[src/rtl/neopix_pkg.sv]
// neopix_pkg: shared definitions for the WS2812 frame serializer.
//   state_e         : serializer FSM states.
//   cycles_from_ns  : converts a duration in ns to clk cycles (truncating).
//   DEF_*           : default timing constants.
package neopix_pkg;

  typedef enum logic [1:0] {
    LATCH = 2'd0,
    FETCH = 2'd1,
    SEND  = 2'd2
  } state_e;

  localparam int DEF_NUM_LEDS     = 8;
  localparam int DEF_SYSTEM_CLOCK = 50_000_000;
  localparam int DEF_T0H_NS       = 400;
  localparam int DEF_T1H_NS       = 800;
  localparam int DEF_BIT_NS       = 1250;
  localparam int DEF_RESET_US     = 60;
  localparam int DEF_RD_LATENCY   = 2;

  // Divide the clock down to MHz first so the product stays inside 32 bits.
  function automatic int cycles_from_ns(input int clk_hz, input int ns);
    return clk_hz / 1000000 * ns / 1000;
  endfunction

endpackage

[src/rtl/neopix_frame_serializer_bit_timer.sv]
// neopix_bit_timer: generates the NRZ waveform of one WS2812 bit.
//   clk, rst  : clock, asynchronous active-high reset.
//   start     : pulse; the bit begins (phase 0) on the following cycle.
//   bit_val   : value of the bit being sent; must be stable for the bit.
//   do_out    : line level, high while phase < (bit_val ? T1H : T0H).
//   bit_done  : high during the last phase (BIT-1) of the bit.
module neopix_bit_timer
  import neopix_pkg::*;
#(
  parameter int T0H = 20,
  parameter int T1H = 40,
  parameter int BIT = 62
) (
  input  logic clk,
  input  logic rst,
  input  logic start,
  input  logic bit_val,
  output logic do_out,
  output logic bit_done
);

  localparam int PW = (BIT > 1) ? $clog2(BIT) : 1;
  localparam logic [PW-1:0] T0H_P  = PW'(T0H);
  localparam logic [PW-1:0] T1H_P  = PW'(T1H);
  localparam logic [PW-1:0] LAST_P = PW'(BIT - 1);

  logic          active_q, active_d;
  logic [PW-1:0] phase_q, phase_d;

  always_comb begin
    active_d = active_q;
    phase_d  = phase_q;
    bit_done = active_q && (phase_q == LAST_P);
    // A start on the bit_done cycle chains the next bit with no idle cycle.
    if (start) begin
      active_d = 1'b1;
      phase_d  = '0;
    end else if (active_q) begin
      if (bit_done) begin
        active_d = 1'b0;
        phase_d  = '0;
      end else begin
        phase_d = phase_q + 1'b1;
      end
    end
    do_out = active_q && (phase_q < (bit_val ? T1H_P : T0H_P));
  end

  always_ff @(posedge clk or posedge rst) begin
    if (rst) begin
      active_q <= 1'b0;
      phase_q  <= '0;
    end else begin
      active_q <= active_d;
      phase_q  <= phase_d;
    end
  end

endmodule

[src/rtl/neopix_frame_serializer.sv]
// neopix_frame_serializer: fetches one 24-bit GRB word per LED from the
// frame-buffer RAM and shifts it MSB-first onto the WS2812 line, with a
// latch gap between frames (used upstream as the bank-swap window).
//   clk, rst    : clock, asynchronous active-high reset.
//   led_count   : live LED count, sampled when leaving the latch gap.
//   pix_data    : RAM read data, valid RD_LATENCY cycles after data_req.
//   addr        : LED index being fetched/sent.
//   data_req    : one-cycle read request for addr.
//   reset_state : high for the whole latch gap.
//   frame_done  : one-cycle pulse on entering the latch gap after the last LED.
//   DO          : WS2812 data line.
module neopix_frame_serializer
  import neopix_pkg::*;
#(
  parameter int NUM_LEDS     = DEF_NUM_LEDS,
  parameter int SYSTEM_CLOCK = DEF_SYSTEM_CLOCK,
  parameter int T0H_NS       = DEF_T0H_NS,
  parameter int T1H_NS       = DEF_T1H_NS,
  parameter int BIT_NS       = DEF_BIT_NS,
  parameter int RESET_US     = DEF_RESET_US,
  parameter int RD_LATENCY   = DEF_RD_LATENCY
) (
  input  logic                        clk,
  input  logic                        rst,
  input  logic [$clog2(NUM_LEDS):0]   led_count,
  input  logic [23:0]                 pix_data,
  output logic [$clog2(NUM_LEDS)-1:0] addr,
  output logic                        data_req,
  output logic                        reset_state,
  output logic                        frame_done,
  output logic                        DO
);

  localparam int T0H_C   = cycles_from_ns(SYSTEM_CLOCK, T0H_NS);
  localparam int T1H_C   = cycles_from_ns(SYSTEM_CLOCK, T1H_NS);
  localparam int BIT_C   = cycles_from_ns(SYSTEM_CLOCK, BIT_NS);
  localparam int RESET_C = cycles_from_ns(SYSTEM_CLOCK, RESET_US * 1000);

  localparam int AW = $clog2(NUM_LEDS);
  localparam int LW = (RESET_C > 1) ? $clog2(RESET_C) : 1;
  localparam int WW = (RD_LATENCY > 0) ? $clog2(RD_LATENCY + 1) : 1;

  localparam logic [LW-1:0] LATCH_LAST = LW'(RESET_C - 1);
  localparam logic [WW-1:0] RD_LAST    = WW'(RD_LATENCY);
  localparam logic [AW-1:0] ADDR_LAST  = AW'(NUM_LEDS - 1);
  localparam logic [AW:0]   NUM_LEDS_P = (AW + 1)'(NUM_LEDS);

  generate
    if (T1H_C >= BIT_C || T0H_C == 0) begin : g_bad_timing
      $error("neopix_frame_serializer: need 0 < T0H and T1H < BIT (in cycles)");
    end
  endgenerate

  state_e        state_q, state_d;
  logic [LW-1:0] latch_cnt_q, latch_cnt_d;
  logic [AW-1:0] addr_q, addr_d;
  logic [AW:0]   cnt_q, cnt_d;
  logic [WW-1:0] wait_q, wait_d;
  logic [23:0]   shift_q, shift_d;
  logic [4:0]    bit_idx_q, bit_idx_d;
  logic          frame_done_q, frame_done_d;
  logic          timer_start, bit_done, timer_do;

  always_comb begin
    state_d      = state_q;
    latch_cnt_d  = latch_cnt_q;
    addr_d       = addr_q;
    cnt_d        = cnt_q;
    wait_d       = wait_q;
    shift_d      = shift_q;
    bit_idx_d    = bit_idx_q;
    frame_done_d = 1'b0;
    timer_start  = 1'b0;
    case (state_q)
      LATCH: begin
        latch_cnt_d = latch_cnt_q + 1'b1;
        if (latch_cnt_q == LATCH_LAST) begin
          state_d = FETCH;
          addr_d  = '0;
          wait_d  = '0;
          cnt_d   = (led_count > NUM_LEDS_P) ? NUM_LEDS_P : led_count;
        end
      end
      FETCH: begin
        wait_d = wait_q + 1'b1;
        // pix_data is only trusted on this one cycle; LEDs past the live
        // count are blanked here so SEND never needs to know about them.
        if (wait_q == RD_LAST) begin
          shift_d     = ({1'b0, addr_q} < cnt_q) ? pix_data : 24'h0;
          bit_idx_d   = 5'd23;
          state_d     = SEND;
          timer_start = 1'b1;
        end
      end
      SEND: begin
        if (bit_done) begin
          shift_d   = {shift_q[22:0], 1'b0};
          bit_idx_d = bit_idx_q - 1'b1;
          if (bit_idx_q == 5'd0) begin
            if (addr_q == ADDR_LAST) begin
              frame_done_d = 1'b1;
              state_d      = LATCH;
              latch_cnt_d  = '0;
            end else begin
              addr_d  = addr_q + 1'b1;
              wait_d  = '0;
              state_d = FETCH;
            end
          end else begin
            timer_start = 1'b1;
          end
        end
      end
      default: begin
        state_d     = LATCH;
        latch_cnt_d = '0;
      end
    endcase
  end

  always_ff @(posedge clk or posedge rst) begin
    if (rst) begin
      state_q      <= LATCH;
      latch_cnt_q  <= '0;
      addr_q       <= '0;
      cnt_q        <= '0;
      wait_q       <= '0;
      shift_q      <= '0;
      bit_idx_q    <= '0;
      frame_done_q <= 1'b0;
    end else begin
      state_q      <= state_d;
      latch_cnt_q  <= latch_cnt_d;
      addr_q       <= addr_d;
      cnt_q        <= cnt_d;
      wait_q       <= wait_d;
      shift_q      <= shift_d;
      bit_idx_q    <= bit_idx_d;
      frame_done_q <= frame_done_d;
    end
  end

  neopix_bit_timer #(
    .T0H (T0H_C),
    .T1H (T1H_C),
    .BIT (BIT_C)
  ) u_bit_timer (
    .clk      (clk),
    .rst      (rst),
    .start    (timer_start),
    .bit_val  (shift_q[23]),
    .do_out   (timer_do),
    .bit_done (bit_done)
  );

  assign addr        = addr_q;
  assign data_req    = (state_q == FETCH) && (wait_q == '0);
  assign reset_state = (state_q == LATCH);
  assign frame_done  = frame_done_q;
  assign DO          = timer_do && (state_q == SEND);

endmodule

[config.mk]
export PLATFORM = sky130hd
export DESIGN_NAME = neopix_frame_serializer
export DESIGN_NICKNAME = d
export VERILOG_FILES = /design/src/rtl/neopix_pkg.sv /design/src/rtl/neopix_frame_serializer_bit_timer.sv /design/src/rtl/neopix_frame_serializer.sv
export SDC_FILE = /design/constraint.sdc
export NUM_CORES = 1
export LEC_CHECK = 0
export ABC_AREA = 0
export CORE_UTILIZATION = 50
export CTS_CLUSTER_SIZE = 8
export DETAILED_ROUTE_END_ITERATION = 6
export GPL_TIMING_DRIVEN = 0
export PLACE_DENSITY = 0.68
export SYNTH_ARGS = -nofsm -noshare
export SYNTH_HDL_FRONTEND = slang
export SYNTH_SLANG_ARGS = --single-unit
[constraint.sdc]
create_clock -name clk -period 5.9 [get_ports clk]
set_input_delay 1.18 -clock clk [delete_from_list [all_inputs] [get_ports clk]]
set_output_delay 1.18 -clock clk [all_outputs]
set_load 0.005 [all_outputs]
---- Word level (Yosys, flattened, before mapping) ----
Cells that the tools add are included.
word-level totals
  register bits after elaboration ......... 60
  input bits .............................. 30
  word-level logic and storage cells ...... 91
operators by class
  add/subtract/negate cells ............... 5
  order comparisons ....................... 3
  equal/unequal tests ..................... 12
  muxes and demuxes ....................... 43
  bitwise logic cells ..................... 1
  reductions and logical operators ........ 17
operator list
  cell                                               number
  2-to-1 mux 24 bit                                  3
  one-hot mux 24 bit (2 select lines)                1
  2-to-1 mux 12 bit                                  3
  one-hot mux 12 bit (3 select lines)                1
  2-to-1 mux 6 bit                                   4
  2-to-1 mux 2 bit                                   8
  adder 12 x 1 -> 12 bit (second input constant)     1
  == test 12 bit (second input constant)             1
  2-to-1 mux 3 bit                                   4
  one-hot mux 2 bit (3 select lines)                 2
  2-to-1 mux 1 bit                                   11
  2-to-1 mux 5 bit                                   2
  inequality test 2 bit (second input constant)      5
  one-hot mux 5 bit (2 select lines)                 1
  AND reduction 5 bit                                2
  AND reduction 4 bit                                2
  adder 6 x 1 -> 6 bit (second input constant)       1
  == test 6 bit (second input constant)              1
  < comparator 6 bit                                 1
  one-hot mux 3 bit (2 select lines)                 1
  nonzero test 2 bit                                 3
  zero test 5 bit                                    1
  subtractor 5 x 1 -> 5 bit (second input constant)  1
  == test 2 bit (second input constant)              2
  other kinds (15)                                   19

---- Longest topological paths before layout ----
Gate-level depths: netlist (run 1).
  depth after elaboration ................. 5
  gate-level depth with buffers ........... 9
  depth with buffers taken out ............ 6

---- Hierarchy ----
Synthesis (run 1) repeated with hierarchy kept, for this count alone.
second synthesis, totals
  cell total of the unflattened synthesis .. 377
  area total of the unflattened synthesis .. 3316.9 um^2
modules (own cells, without submodules)
  module                   times used  cells each  area each (um^2)  seq. area each (um^2)
  neopix_frame_serializer  1           321         2807.7            1326.3
  neopix_bit_timer         1           56          509.2             175.2

---- Worst setup path after synthesis (run 1) ----
No wires, ideal clock.
  path kind ............................... reg2out
  from .................................... register u_bit_timer.phase_q[3]
  to ...................................... output DO
  arrival ................................. 1245 ps
  data required time ...................... 4720 ps
  setup slack ............................. 3475 ps
  cell stages (with the launch flop) ...... 6
  cells stage by stage .................... dfrtp_1 ha_1 o21a_1 o21a_1 o21ai_0 and4b_1
on the way
  longest elaborated chain between the ends .. 3
RTL lines
  element                   line                                     RTL
  start: declaration        neopix_frame_serializer_bit_timer.sv:28  logic [PW-1:0] phase_q, phase_d;
  start signal: assignment  neopix_frame_serializer_bit_timer.sv:55  phase_q <= phase_d;
  < comparator 6 bit        neopix_frame_serializer_bit_timer.sv:46  do_out = active_q && (phase_q < (bit_val ? T1H_P : T0H_P));
  logical AND 1 bit         neopix_frame_serializer_bit_timer.sv:46
  logical AND 1 bit         neopix_frame_serializer.sv:160           assign DO = timer_do && (state_q == SEND);
  end: declaration          neopix_frame_serializer.sv:31            output logic DO
No other way between the ends.

---- Final worst setup path (run 1) ----
  from .................................... register state_q[0]
  to ...................................... output DO
on the way
  longest elaborated chain between the ends .. 2
RTL lines
  element                   line                            RTL
  start: declaration        neopix_frame_serializer.sv:54   state_e state_q, state_d;
  start signal: assignment  neopix_frame_serializer.sv:132  state_q <= state_d;
  == test 2 bit             neopix_frame_serializer.sv:160
  logical AND 1 bit         neopix_frame_serializer.sv:160
No other way between the ends.

==> flow_summary.json, run 1 <==
{
  "place.gp.congestion": 0.7660,
  "layout-drive-gt1-share": 0.08333,
  "hold_viol": 0,
  "clock_sinks": 60,
  "drv_cap": 0,
  "vias": 2932,
  "placed_cell_area_um2": 3861,
  "io_pins": 37,
  "min_period_ns": 3.493,
  "grt_pass1_vias": 2745,
  "async_reset_ff_frac": 1.000,
  "ys_seq_area_frac": 0.4444,
  "synth_top_family_by_area": "compound AO/OA/AOI/OAI gates",
  "cp.required_ns": 4.72,
  "first_pass_iters": 7,
  "grt_pass1_wl_um": 13250,
  "synth_top_area_share": 0.4444,
  "ctsHtreeMaxLevel": 3,
  "worst_pin_slew_ns": 0.7807,
  "drc": 8,
  "ys_types": 44,
  "synth_compound_area_frac": 0.2359,
  "wl_per_cell_um": 15.14,
  "synth_mux_area_frac": 0.03185,
  "dieArea_um2": 7089,
  "p_leak_uw": 0.001696,
  "finClkSkew_ns": 0.008423,
  "dr.first_iter.drc_count": 120,
  "setup_tns_ns": 0,
  "outcome": "finished, violations left",
  "diodes": 0,
  "postLayoutCellArea_um2": 4126,
  "p_switching_uw": 190.2,
  "synth-adder-area-share": 0.06667,
  "dp_hpwl_um": 5275,
  "r2r_start": "bit_idx_q[0]",
  "syn_area_per_cell_um2": 9.230,
  "post_cts_buffers": 0,
  "yosys.area_share.simple": 0.1615,
  "tritoncts": "built",
  "synth_warnings": 0,
  "timing.reg2reg.setup_slack_ns": 3.43,
  "rsz0062_at_grt": "false",
  "final_antenna_net_count": 0,
  "r2r.worst_path.cells": 7,
  "path_cells": "inv_1, ha_1, clkbuf_1, and4b_1, clkdlybuf4s50_1",
  "netlist_area_um2": 3378,
  "critical_path.endpoint": "DO",
  "cts_hold_buffers": 0,
  "yosys_most_used_dff": "dfrtp_1",
  "arrival_ns": 2.31,
  "area_growth_pct": 22.15,
  "clockPowerShare": 0.523,
  "dieHeight_um": 84.20,
  "cts_root_buf": "clkbuf_8",
  "antenna_found_initial": 0,
  "start_kind": "register",
  "synth.area.top_cells": "dfrtp_1, ha_1, a31oi_1",
  "fillers": 553,
  "start_util": 0.5260,
  "setup_viol": 0,
  "cts_buffer_depth": 2,
  "syn_nets": 414,
  "hold_path.class": "reg2reg",
  "portBuffers": 36,
  "swShare": 0.1977,
  "power_frac_comb": 0.047,
  "reg2reg_to": "latch_cnt_q[10]",
  "grt_max_degree": 40,
  "crit_path_end_kind": "primary output",
  "crit_type": "reg2out",
  "worstPathMaxFanout": 10,
  "clk_pin_slew_ns": 0.06,
  "worstSetupStartpoint": "state_q[0]",
  "p_int_uw": 772.0,
  "grt_overflow_total": 0,
  "slowest_stage": "clkdlybuf4s50_1",
  "core_um2": 6422,
  "netlist.top_cell.by_area": "dfrtp_1",
  "ir_worst_vdd_v": 0.0001490,
  "routed_wl_um": 7526,
  "fmax_ghz": 0.2863,
  "synth_edf_count": 0,
  "utilization": 0.6425,
  "dieWidth_um": 84.20,
  "violations": "DRC",
  "fin_nets": 463,
  "post_synth_xor_area_fraction": 0.01037,
  "ctsResizeCount": 0,
  "place_inst": 481,
  "ys_seq_elements": 60,
  "synth_cells": 366,
  "via_per_inst": 5.899,
  "period_share": 0.5921,
  "p_seq_frac": 0.429,
  "cpPeakStageDelay_ns": 0.50,
  "stdcell_count": 497,
  "p_per_area_nw_per_um2": 233.2,
  "clock_latency_ns": 0.35,
  "slew_viol_final": 0,
  "rows": 29,
  "max-slew-margin-rel": 0.4727,
  "numCtsBuffers": 9,
  "grt_util_all_layers": 0.2372
}
==> cells in the mapped netlist, types with 2 or more instances <==
cell type / number
a22o_1: 3
dfrtp_1: 60
buf_2: 4
o211ai_1: 3
nand4_1: 6
ha_1: 18
o31ai_1: 4
a31oi_1: 26
o21ai_0: 30
and3_1: 5
o21a_1: 5
mux2_2: 6
o22ai_1: 2
nand3_1: 8
o21ai_1: 10
and2_1: 7
mux2i_1: 4
nand2b_1: 10
xor2_1: 4
o41ai_2: 4
o41ai_1: 2
o31a_1: 2
or4_1: 2
or2_2: 2
nor4b_1: 2
clkbuf_1: 20
nor4_1: 3
nor3_1: 6
nand2_1: 38
nor2_1: 10
a21oi_1: 29
inv_1: 19
==> routing by layer <==
metal  routed length (um)  vias to the layer above  part of all wire  track usage
met2                 3450                       72              0.46       0.3644
met1                 3632                     1420              0.48       0.3280
li1                     -                     1433                 -            -
met3                  340                        7             0.045      0.05113
met4                  103                        0             0.014      0.09718
met5                    0                        -                 0            0
==> cell usage in the layout (no fill, tap or decap), types with 7 or more instances in the layout <==
cell type,instances
clkbuf_8,10
a31oi_1,26
nand2b_1,10
clkdlybuf4s50_1,36
a21oi_1,29
nand3_1,8
ha_1,18
clkbuf_1,22
o21ai_1,10
nor2_1,10
and2_1,7
inv_1,18
dfrtp_1,60
o21ai_0,30
nand2_1,38
==> power by group through the flow <==
stage	clock, uW	sequential, uW	combinational (uW)
after CTS	508	413	46.8
final	503	413	45.6
after global placement	0	421	44.0
after detailed placement	0	421	46.7
after global routing	528	413	51.4
after floorplan	0	421	18.5
==> cell families (layout without fill, tap and decap cells) <==
logic type / after synthesis / after routing
multiplexers: 10 / 10
adder cells (fa/ha/maj): 18 / 18
buffers and inverters: 43 / 97
AO/OA/AOI/OAI: 126 / 126
XOR/XNOR: 4 / 4
flip-flops: 60 / 60
AND/OR/NAND/NOR: 105 / 105
==> worst max-delay path, delay by kind of cell (launching register included) <==
kind,cells,cell delay [ns]
buffers and inverters,3,1.01
flip-flops,1,0.43
adder cells (fa/ha/maj),1,0.29
AND/OR/NAND/NOR,1,0.25
==> state kept, by name (all words and copies together), names as in the netlist <==
register / flops
addr: 3
bit_idx_q: 5
cnt_q: 4
frame_done: 1
latch_cnt_q: 12
shift_q: 24
state_q: 2
u_bit_timer.active_q: 1
u_bit_timer.phase_q: 6
wait_q: 2
==> stage by stage <==
stage	hold slack, ns	power, uW	worst slack, ns
final	0.5119	962.2	2.407
after global routing	0.5246	992.0	2.229
after CTS	0.5139	968.1	2.355
after detailed placement	0.5001	467.6	2.747
after global placement	0.4962	464.9	2.023
after floorplan	0.4681	439.3	3.235
==> worst min path at each step <==
| stage | slack (ns) | cells after the start | to | start |
|---|---|---|---|---|
| after floorplan | 0.47 | 1 | latch_cnt_q[0] | latch_cnt_q[0] |
| after global placement | 0.50 | 1 | cnt_q[0] | cnt_q[0] |
| after detailed placement | 0.50 | 1 | cnt_q[3] | cnt_q[3] |
| after CTS | 0.51 | 1 | latch_cnt_q[10] | latch_cnt_q[10] |
| after global routing | 0.52 | 1 | latch_cnt_q[9] | latch_cnt_q[9] |
| final | 0.51 | 1 | latch_cnt_q[9] | latch_cnt_q[9] |
==> layout make-up <==
| type | count | area, um2 | area share |
|---|---|---|---|
| multi-input cells | 263 | 1712 | 0.4148 |
| flip-flops and latches | 60 | 1501 | 0.3639 |
| repair buffers | 38 | 385.4 | 0.09339 |
| clock buffers | 12 | 145.1 | 0.03517 |
| clock inverters | 4 | 120.1 | 0.02911 |
| well taps | 77 | 96.34 | 0.02335 |
| plain buffers | 24 | 95.09 | 0.02304 |
| inverters | 19 | 71.32 | 0.01728 |
No activity file was read; power rests on OpenSTA's default activity.
==> run 2, diff against run 1 <==
--- a/config.mk
+++ b/config.mk
@@ -10,7 +10,7 @@
 export CTS_CLUSTER_SIZE = 8
 export DETAILED_ROUTE_END_ITERATION = 6
 export GPL_TIMING_DRIVEN = 0
-export PLACE_DENSITY = 0.68
+export PLACE_DENSITY = 0.71
 export SYNTH_ARGS = -nofsm -noshare
 export SYNTH_HDL_FRONTEND = slang
 export SYNTH_SLANG_ARGS = --single-unit
==> constraint.sdc (replaced) <==
create_clock -name clk -period 3.2 [get_ports clk]
set_input_delay 0.64 -clock clk [delete_from_list [all_inputs] [get_ports clk]]
set_output_delay 0.64 -clock clk [all_outputs]
set_load 0.005 [all_outputs]
==> run 2 against run 1 <==
Compared with the run above:
- the flow still finishes with violations (DRC)
- critical path depth unchanged
- combinational power is 84% higher
- critical endpoint unchanged
- largest power group unchanged
- global-route usage about the same
==> flow_summary.json, run 2 (synthesized netlist as in run 1, its figures left out) <==
{
  "finClkSkew_ns": 0.01073,
  "post_cts_buffers": 0,
  "clock_sinks": 60,
  "rows": 29,
  "grt_overflow_total": 0,
  "slew_viol_final": 0,
  "crit_type": "reg2out",
  "start_util": 0.5260,
  "path_buf_inv": 3,
  "min_period_ns": 2.932,
  "min-delay-start": "cnt_q[3]",
  "grt_util_all_layers": 0.2376,
  "cpPeakStageDelay_ns": 0.50,
  "critical_path.endpoint": "DO",
  "worstSetupStartpoint": "state_q[0]",
  "routed_wl_um": 7395,
  "ctsHtreeMaxLevel": 3,
  "dp_hpwl_um": 5057,
  "r2r.worst_path.cells": 8,
  "r2r_start": "u_bit_timer.active_q",
  "p_total_uw": 1703,
  "cp.required_ns": 2.56,
  "hold_viol": 0,
  "largest_register_ffs": 24,
  "tritoncts": "built",
  "drv_cap": 0,
  "stdcell_count": 497,
  "p_leak_uw": 0.001692,
  "fin_nets": 463,
  "dieWidth_um": 84.20,
  "vias": 2904,
  "fin_hold_ws_ns": 0.5134,
  "period_share": 0.9161,
  "start_kind": "register",
  "timing.reg2reg.setup_slack_ns": 0.73,
  "postLayoutCellArea_um2": 4111,
  "max-slew-margin-rel": 0.4624,
  "first_pass_iters": 7,
  "slowest_stage": "clkdlybuf4s50_1",
  "wl_per_cell_um": 14.88,
  "cp_num_cells": 5,
  "diodes": 0,
  "via_per_inst": 5.843,
  "antenna_found_initial": 0,
  "io_pins": 37,
  "clock_latency_ns": 0.35,
  "worst_pin_slew_ns": 0.7960,
  "clk_pin_slew_ns": 0.06,
  "crit_family": "buffers and inverters",
  "cts_buffer_depth": 2,
  "dr.first_iter.drc_count": 200,
  "place_inst": 481,
  "p_per_area_nw_per_um2": 414.3,
  "dieArea_um2": 7089,
  "outcome": "finished, violations left",
  "worstPathMaxFanout": 10,
  "reg2reg_to": "shift_q[12]",
  "drc": 6,
  "ctsResizeCount": 0,
  "portBuffers": 36,
  "final_cell_mix": "dfrtp_1, nand2_1, clkdlybuf4s50_1, o21ai_0, a21oi_1",
  "numCtsBuffers": 9,
  "violations": "DRC",
  "reg.largest.list": "shift_q x24, latch_cnt_q x12, u_bit_timer.phase_q x6",
  "setup_viol": 0,
  "regMostFlops": "shift_q",
  "rsz0062_at_grt": "false",
  "placed_cell_area_um2": 3861,
  "crit_path_end_kind": "primary output",
  "area_growth_pct": 21.70,
  "grt_max_degree": 43,
  "layout-drive-gt1-share": 0.08571,
  "cts_hold_buffers": 0,
  "cts_root_buf": "clkbuf_8",
  "final_antenna_net_count": 0,
  "place.gp.congestion": 0.7704,
  "final_common_cell": "dfrtp_1",
  "fmax_ghz": 0.3411,
  "arrival_ns": 2.29,
  "grt_pass1_vias": 2872,
  "ir_worst_vdd_v": 0.0002028,
  "dieHeight_um": 84.20,
  "path_cells": "inv_1, ha_1, clkbuf_1, and4b_1, clkdlybuf4s50_1",
  "grt_pass1_wl_um": 13340,
  "hold_path.class": "reg2reg",
  "core_um2": 6422
}
-- run 2: changes by cell type in the layout (fill, tap and decap cells not counted) --
| cell | before | now |
|---|---|---|
| bufinv_16 | 4 | 3 |
| clkbuf_1 | 22 | 21 |
| clkbuf_8 | 10 | 11 |
| clkinv_2 | 0 | 1 |
-- run 2: worst min path at each step --
stage | cells after the start | end | slack (ns)
6_report | 1 | cnt_q[3] | 0.51
5_1_grt | 1 | latch_cnt_q[10] | 0.53
4_1_cts | 2 | latch_cnt_q[1] | 0.52
3_5_place_dp | 2 | latch_cnt_q[1] | 0.50
3_3_place_gp | 2 | latch_cnt_q[1] | 0.49
2_1_floorplan | 1 | latch_cnt_q[0] | 0.47
-- run 2: power breakdown --
| part | leakage (uW) | switching (uW) | internal [uW] |
|---|---|---|---|
| Combinational | 0.000873 | 39.8 | 43.9 |
| Sequential | 0.000693 | 0.927 | 761 |
| Clock | 0.000127 | 299 | 559 |
-- run 2: metrics by stage --
step / utilization / worst slack, ns / TNS (ns)
2_1_floorplan: - / 0.9572 / 0
3_3_place_gp: 0.5971 / -0.06252 / -3.589
3_5_place_dp: 0.6012 / 0.6343 / 0
4_1_cts: 0.6402 / 0.2483 / 0
5_1_grt: 0.6402 / 0.1242 / 0
6_report: 0.6402 / 0.2684 / 0
-- run 2: cell type report --
cell class,instances,area [um2]
Fill cell,580,2311
Timing Repair Buffer,38,385.4
Sequential cell,60,1501
Clock buffer,12,155.1
Inverter,19,71.32
Multi-Input combinational cell,263,1712
Buffer,24,95.09
Clock inverter,4,95.09
Tap cell,77,96.34
-- run 2: worst register-to-register path, stage by stage, from the launching register on --
cell and delay, ns:
dfrtp_1 0.32, clkbuf_1 0.30, nand3_1 0.16, clkbuf_1 0.26
o31ai_2 0.57, and2_1 0.21, buf_2 0.18, buf_2 0.24
a31oi_1 0.11
-- run 2: metal layers --
| metal | GRT usage | share of wire |
|---|---|---|
| met5 | 0 | 0 |
| met4 | 0.1144 | 0.019 |
| met3 | 0.03638 | 0.040 |
| met2 | 0.3674 | 0.45 |
| met1 | 0.3295 | 0.49 |
==> run 3, diff against run 2 <==
--- a/config.mk
+++ b/config.mk
@@ -13,4 +13,5 @@
 export PLACE_DENSITY = 0.71
 export SYNTH_ARGS = -nofsm -noshare
 export SYNTH_HDL_FRONTEND = slang
+export SYNTH_HIERARCHICAL = 1
 export SYNTH_SLANG_ARGS = --single-unit
==> run 3 against run 2 <==
Compared with the run above:
- the flow now finishes without violations
- non-clock buffer count fell by 8
- sequential cell count unchanged
- die area fell by 1.8%
- total power is 1.3% lower
- clock-buffer cell count fell by 3
- fmax decreased by 4.3%
- sequential power barely moved
- critical path type unchanged
- largest cell class unchanged
- highest routed layer unchanged
==> flow_summary.json, run 3 <==
{
  "outcome": "finished clean",
  "setup_viol": 0,
  "area_growth_pct": 21.88,
  "clk_pin_slew_ns": 0.08,
  "core_um2": 6386,
  "drc": 0,
  "min-delay-start": "shift_q[0]",
  "regMostFlops": "shift_q",
  "place.gp.congestion": 0.8496,
  "multi_input_area_um2": 1672,
  "r2r.worst_path.cells": 11,
  "final_cell_mix": "dfrtp_1, nand2_1, o21ai_0, nor2_1, clkdlybuf4s50_1",
  "fillers": 563,
  "r2r_start": "u_bit_timer/phase_q[1]",
  "swShare": 0.2161,
  "cts_buffer_depth": 2,
  "grt_overflow_total": 0,
  "yosys_most_used_dff": "dfrtp_1",
  "fmax_ghz": 0.3265,
  "cts_hold_buffers": 0,
  "fin_nets": 472,
  "timing.reg2reg.setup_slack_ns": 0.61,
  "netlist.top_cell.by_area": "dfrtp_1",
  "diodes": 0,
  "crit_family": "buffers and inverters",
  "clockPowerShare": 0.512,
  "portBuffers": 36,
  "path_cells": "inv_1, ha_1, clkbuf_2, clkbuf_2, and2_1, clkdlybuf4s50_1",
  "netlist_area_um2": 3317,
  "period_share": 0.9571,
  "reg.largest.list": "shift_q x24, latch_cnt_q x12, u_bit_timer/phase_q x6",
  "p_seq_frac": 0.452,
  "ctsHtreeMaxLevel": 3,
  "layout-drive-gt1-share": 0.07209,
  "syn_nets": 424,
  "final_antenna_net_count": 0,
  "ys_seq_elements": 60,
  "reg2reg_to": "shift_q[21]",
  "start_kind": "register",
  "cpPeakStageDelay_ns": 0.49,
  "cts_root_buf": "clkbuf_8",
  "holdPathEnd": "shift_q[0]",
  "max-slew-margin-rel": 0.6363,
  "synth.area.top_cells": "dfrtp_1, ha_1, o21ai_0",
  "p_int_uw": 1317,
  "wl_per_cell_um": 14.63,
  "worstPathMaxFanout": 10,
  "syn_area_per_cell_um2": 8.798,
  "dp_hpwl_um": 5272,
  "worst_pin_slew_ns": 0.5419,
  "dr.first_iter.drc_count": 144,
  "min_period_ns": 3.063,
  "synth_warnings": 6,
  "start_util": 0.5194,
  "synth_top_area_share": 0.4527,
  "ir_worst_vdd_v": 0.0002767,
  "drv_cap": 0,
  "ys_seq_area_frac": 0.4527,
  "crit_top_cell": "clkbuf_2",
  "grt_pass1_wl_um": 13000,
  "vias": 2951,
  "setup_tns_ns": 0,
  "p_switching_uw": 363.2,
  "first_pass_iters": 4,
  "ys_types": 48,
  "path_buf_inv": 4,
  "largest_register_ffs": 24,
  "register_area_um2": 1501,
  "async_reset_ff_frac": 1.000,
  "p_per_area_nw_per_um2": 415.7,
  "rsz0062_at_grt": "false",
  "via_per_inst": 5.821,
  "finClkSkew_ns": 0.007407,
  "grt_pass1_vias": 2896,
  "crit_type": "reg2out",
  "holdPathStages": 2,
  "cp.required_ns": 2.56,
  "fin_hold_ws_ns": 0.4680,
  "antenna_found_initial": 0,
  "clock_latency_ns": 0.34,
  "numCtsBuffers": 9,
  "crit_path_end_kind": "primary output",
  "io_pins": 37,
  "synth_edf_count": 0,
  "clock_sinks": 60,
  "synth_cells": 377,
  "yosys-top-cells-count": "dfrtp_1, nand2_1, nor2_1, o21ai_0, a21oi_1",
  "slowest_stage": "clkdlybuf4s50_1",
  "dieArea_um2": 6964,
  "dieWidth_um": 83.45,
  "routed_wl_um": 7416,
  "tritoncts": "built",
  "arrival_ns": 2.42,
  "final_common_cell": "dfrtp_1",
  "grt_util_all_layers": 0.2334,
  "p_leak_uw": 0.001766,
  "yosysMostFrequentCell": "dfrtp_1",
  "hold_viol": 0,
  "hold_path.class": "reg2reg",
  "grt_max_degree": 35,
  "rows": 29,
  "power_frac_comb": 0.036,
  "dieHeight_um": 83.45,
  "slew_viol_final": 0
}
run 3: worst max path at each step:
stage                            to                    from  slack [ns]  cells after the start
floorplan           latch_cnt_q[11]  u_bit_timer/phase_q[1]        1.04                     10
global placement           cnt_q[2]                     rst        0.15                      2
detailed placement               DO              state_q[0]        0.17                      6
CTS                              DO              state_q[0]        0.12                      6
global route                     DO              state_q[0]        0.04                      6
finish                           DO              state_q[0]        0.14                      6
run 3: power by group through the flow:
stage                     combinational [uW]  clock [uW]  sequential [uW]
final                                   60.7         861              759
after global routing                    68.7         904              759
after CTS                               62.4         873              759
after detailed placement                62.0           0              774
after global placement                  58.7           0              774
after floorplan                         17.4           0              774
run 3: logic make-up (layout without fill, tap and decap cells):
| logic type | after synthesis | after routing | synth area share |
|---|---|---|---|
| flip-flops | 60 | 60 | 0.4527 |
| multiplexers | 5 | 5 | 0.01660 |
| AO/OA/AOI/OAI | 107 | 107 | 0.1943 |
| buffers and inverters | 34 | 87 | 0.04338 |
| XOR/XNOR | 2 | 2 | 0.005282 |
| AND/OR/NAND/NOR | 152 | 152 | 0.2237 |
| adder cells (fa/ha/maj) | 17 | 17 | 0.06413 |
run 3: per-layer routing:
layer | vias up | routed length [um] | GRT usage
met5 | - | 0 | 0
met1 | 1437 | 3453 | 0.3161
met2 | 66 | 3563 | 0.3711
li1 | 1438 | - | -
met4 | 0 | 122 | 0.09707
met3 | 10 | 277 | 0.04352
run 3: cell type report:
cell class | instances | area share
buffer | 17 | 0.02043
clock buffer | 9 | 0.03064
clock inverter | 7 | 0.03033
inverter | 17 | 0.01578
multi-input combinational | 283 | 0.4135
sequential | 60 | 0.3714
tap | 77 | 0.02383
timing repair buffer | 37 | 0.09409
run 3: timing repair:
item                                    4_1_cts  5_1_grt
setup buffers                                 0        0
resized for setup                             2        0
endpoints found under the setup margin        1        0
run 3: stage by stage:
step | instance area [um2] | utilization | setup slack, ns | cells | total power, uW
after global routing | 4043 | 0.6330 | 0.03972 | 507 | 1731
after global placement | 3774 | 0.5909 | 0.1484 | 490 | 832.5
final | 4043 | 0.6330 | 0.1372 | 507 | 1680
after floorplan | 3317 | - | 1.044 | 377 | 791.0
after CTS | 4043 | 0.6330 | 0.1168 | 507 | 1694
after detailed placement | 3794 | 0.5940 | 0.1692 | 491 | 835.7
run 3: worst min-delay path, delay by kind of cell (launching register included):
family	cells	cell delay, ns
flops	1	0.34
simple gates	2	0.10
